--- src/rtl/reg_file.sv ---
// rtl/reg_file.sv - 32x32 register file, two combinational read ports, one write port
// Optional write-to-read forwarding is enabled by defining REGFILE_BYPASS_EN.
module reg_file (
  input  logic        clk,
  input  logic        rst,
  input  logic [4:0]  rs1_addr,
  input  logic [4:0]  rs2_addr,
  input  logic [4:0]  rd_addr,
  input  logic [31:0] rd_data,
  input  logic        reg_write,
  output logic [31:0] rs1_data,
  output logic [31:0] rs2_data
);

  logic [31:0] regs [32];

  // Entry 0 is cleared by reset and never written, so it stays zero.
  always_ff @(posedge clk or negedge rst) begin
    if (!rst) begin
      for (int i = 0; i < 32; i++) regs[i] <= '0;
    end else if (reg_write && (rd_addr != 5'd0)) begin
      regs[rd_addr] <= rd_data;
    end
  end

`ifdef REGFILE_BYPASS_EN
  logic wr_fwd;
  assign wr_fwd = reg_write && rst && (rd_addr != 5'd0);

  always_comb begin
    rs1_data = '0;
    rs2_data = '0;
    if (rs1_addr != 5'd0)
      rs1_data = (wr_fwd && (rs1_addr == rd_addr)) ? rd_data : regs[rs1_addr];
    if (rs2_addr != 5'd0)
      rs2_data = (wr_fwd && (rs2_addr == rd_addr)) ? rd_data : regs[rs2_addr];
  end
`else
  always_comb begin
    rs1_data = '0;
    rs2_data = '0;
    if (rs1_addr != 5'd0) rs1_data = regs[rs1_addr];
    if (rs2_addr != 5'd0) rs2_data = regs[rs2_addr];
  end
`endif

endmodule

--- config.mk ---
export PLATFORM = sky130hd
export DESIGN_NAME = reg_file
export DESIGN_NICKNAME = d
export VERILOG_FILES = /design/src/rtl/reg_file.sv
export SDC_FILE = /design/constraint.sdc
export NUM_CORES = 2
export LEC_CHECK = 0
export ABC_AREA = 1
export BUFFER_PORTS_ARGS = -buffer_cell sky130_fd_sc_hd__buf_4
export CAP_MARGIN = 20
export CORE_MARGIN = 2
export CORE_UTILIZATION = 45
export DETAILED_ROUTE_END_ITERATION = 8
export PLACE_DENSITY = 0.69
export SETUP_SLACK_MARGIN = 0.15
export SLEW_MARGIN = 30
export SYNTH_ARGS = -nofsm -noshare
export SYNTH_HDL_FRONTEND = slang
export SYNTH_SLANG_ARGS = --single-unit
--- constraint.sdc ---
create_clock -name clk -period 4 [get_ports clk]
set_input_delay 0.4 -clock clk [delete_from_list [all_inputs] [get_ports clk]]
set_output_delay 0.4 -clock clk [all_outputs]
set_load 0.02 [all_outputs]
==> results.md <==
- Run status: finished, final reports clean
- DRC: 0
- PwrDens: 500.3 nW/um2
- Antenna violations before repair: 4
- Mapped Nets: about 8,400
- Most frequent cells in the layout: 2,970 x nand2_1, 1,365 x nand3_1, 1,024 x dfrtp_1
- TritonCTS clock tree: built
- IO buf count: 113
- WHS Path Cells: 3
- Critical path type: input port to primary output
- Tmin final: around 3.3 ns
- Internal power: around 21 mW
- Pins Over Slew Limit: 0
- Top flop regs: regs: 1024 flops
- Synth top area share: 0.4495
- Area Overhead vs Synth: 10.18%
- Worst reg2reg path startpoint: regs[358]
- CTS Sinks: 1,024
- DRT Wirelength: 216,100 um
- I/O Pins: approximately 110
- Register bit count reported by yosys: approximately 1,000
- Final period util: 0.8132
- Startpoint types: input port
- Global-route wire length before repair: roughly 330,000 um
- Worst hold margin: 0.2154 ns
- Share of cells above drive strength 1: 0.06506
- Crit Path Max Fanout: 82
- Core Box Area: 125,700 um2
- Worst Hold Class: input port to flip-flop
- Tightest Pin Transition: 1.023 ns
- Vias in the first global route: ~54,000
- Die Height: 359.9 um
- Max Cap Viol: 0
- Pre-Repair DR Iteration Count: 6
- Root buffer cell: clkbuf_16
- Fill cells: ~12,000
- Largest net degree at the start of global routing: 176
- Register-to-Register Path Depth: 2
- Leak Pwr: about 30 nW
- Vias per inst: 5.948
- DP Worst Slack: 0.8753 ns
- Commonest non-fill, non-tap cell in the layout: nand2_1
- Post-CTS setup buffers: 0
- Yosys cell types: 29
- Synth warn: 0
- Min-delay src: rd_data[21]
- Initial Util: 0.4534
- Antenna Nets Post-Route: 0
- Dominant cell type by area after synthesis: dfrtp_1
- Final TNS setup: 0 ns
- Routability Congestion: 0.8643
- Most flop-heavy register: regs
- Clock share of power: 0.331
- Reg power frac: 0.455
- Antenna fix cells: 0
- Seq/Total Area, Yosys: 0.4495
- Comb pwr share: 0.215
- Routed via count: 57,720
- Setup slack after layout: between 0.7 and 0.8 ns
- Cells after Synth: 8,317
- Clock Latency Late Sink: 0.72 ns
- Drt wl/cell: 22.27 um
- CP arrival: approximately 2.9 ns
- CTS Buffer Depth: 3
- GR Util All Layers: 0.3270
- Setup crit end kind: primary output
- Final Hold Vio Count: 0
- R2R Setup Slk: 3.22 ns
- P_sw: 10.41 mW
- Die area: 129,600 um2
- Final setup violation count: 0
- Worst Skew: 0 ns
- Hold endpoint: regs[437]
- Hpwl dp: 118,200 um
- Clock-pin slew on the worst setup and hold paths: 0.06 ns
- Sw Share: 0.3311
- Mean Syn Cell Area: 6.855 um2
- Slew headroom: 0.3175
- Synth top area cells: dfrtp_1 45%, nand2_1 20%, nand3_1 12%
- RSZ-0062 raised after global routing: no
- Crit path from: rs1_addr[0]
- Peak VDD IR: 0.3923 mV
- Number of nets in the layout: ~8,000
- Grt total ovfl: 0
- Max Clk Rate: 0.3074 GHz
- Die X: 359.9 um
- Starting DRT DRC Count: approximately 8,500
- Num CTS Buffers: 113
- Mapped cell area: 57,010 um2
- H-tree depth: 3
- FF-to-FF End: regs[358]
- Worst path required time: 3.60 ns
- Max reg flops: 1,024
- Rows: between 100 and 150
==> worst max-delay path, stage by stage <==
cell     delay, ns
buf_8         0.27
inv_8         0.28
buf_12        0.26
buf_4         0.27
nand2_1       0.08
nand3_1       0.07
nand3_1       0.08
nand2_1       0.09
nand2_1       0.05
nand3_1       0.10
nand2_1       0.05
nor2_1        0.51
buf_4         0.27
==> synthesized netlist by cell type <==
cell and number:
nor3_1 5, o21ai_1 20, inv_1 103, o21ai_0 542, clkinv_1 2, nor2_8 7, buf_2 139, buf_4 34
inv_2 7, dfrtp_1 1024, buf_6 5, clkbuf_2 2, nor4_4 2, o211ai_1 16, nand4_1 1, nand3_2 5
nor2_2 1, nor2_4 7, nand2_4 3, a21oi_2 16, clkbuf_1 507, nor2_1 795, a21oi_1 650, nand3_1 1371
buf_1 70, nand2_2 6, nor3_2 2, inv_6 1, nand2_1 2974
==> repair_timing <==
action                    in CTS  in global routing
hold buffers                  18                  0
hold endpoints to repair      95                  0
resized for setup              0                  0
==> stage by stage <==
| step | power [mW] | instance area (um2) | cells | utilization |
|---|---|---|---|---|
| 6_report | 31.43 | 62810 | 9704 | 0.4996 |
| 5_1_grt | 33.10 | 62810 | 9704 | 0.4996 |
| 4_1_cts | 31.36 | 62750 | 9703 | 0.4991 |
| 3_5_place_dp | 21.00 | 58950 | 9487 | 0.4689 |
| 3_3_place_gp | 20.74 | 58930 | 9487 | 0.4687 |
| 2_1_floorplan | 18.82 | 57010 | 8317 | - |
==> cells by family after synthesis <==
logic type             Yosys count  synth area share
AND/OR/NAND/NOR               5179            0.3762
AO/OA/AOI/OAI                 1244            0.1110
flip-flops                    1024            0.4495
buffers and inverters          870           0.06336
==> worst max path at each step <==
stage,endpoint,slack [ns]
finish,rs1_data[24],0.75
global route,rs1_data[24],0.66
global placement,rs1_data[24],0.83
detailed placement,rs1_data[24],0.88
floorplan,rs1_data[23],1.71
CTS,rs1_data[24],0.86
==> metal layers <==
layer  global-route usage  routed length (um)  vias to the layer above
met5                    0                  12                        -
met4               0.1597               11160                        2
met3              0.06593               25440                      647
met2               0.4995               93900                     3668
met1               0.4433               85560                    27130
li1                     -                   -                    26270
==> final cells by class <==
cell class	count	area, um2	area share
multi-input cells	6423	27950	0.4450
flip-flops and latches	1024	25620	0.4079
clock buffers	172	3289	0.05237
repair buffers	296	3073	0.04892
well taps	1650	2064	0.03287
inverters	113	476.7	0.007589
clock inverters	26	332.8	0.005298
==> power groups by stage <==
stage | Combinational [mW] | Clock [mW] | Sequential (mW)
finish | 6.75 | 10.4 | 14.3
global route | 7.68 | 10.9 | 14.5
CTS | 6.67 | 10.5 | 14.2
detailed placement | 6.63 | 0 | 14.4
global placement | 6.44 | 0 | 14.3
floorplan | 4.86 | 0 | 14.0
Note: power is estimated with default switching activity, not from simulation.
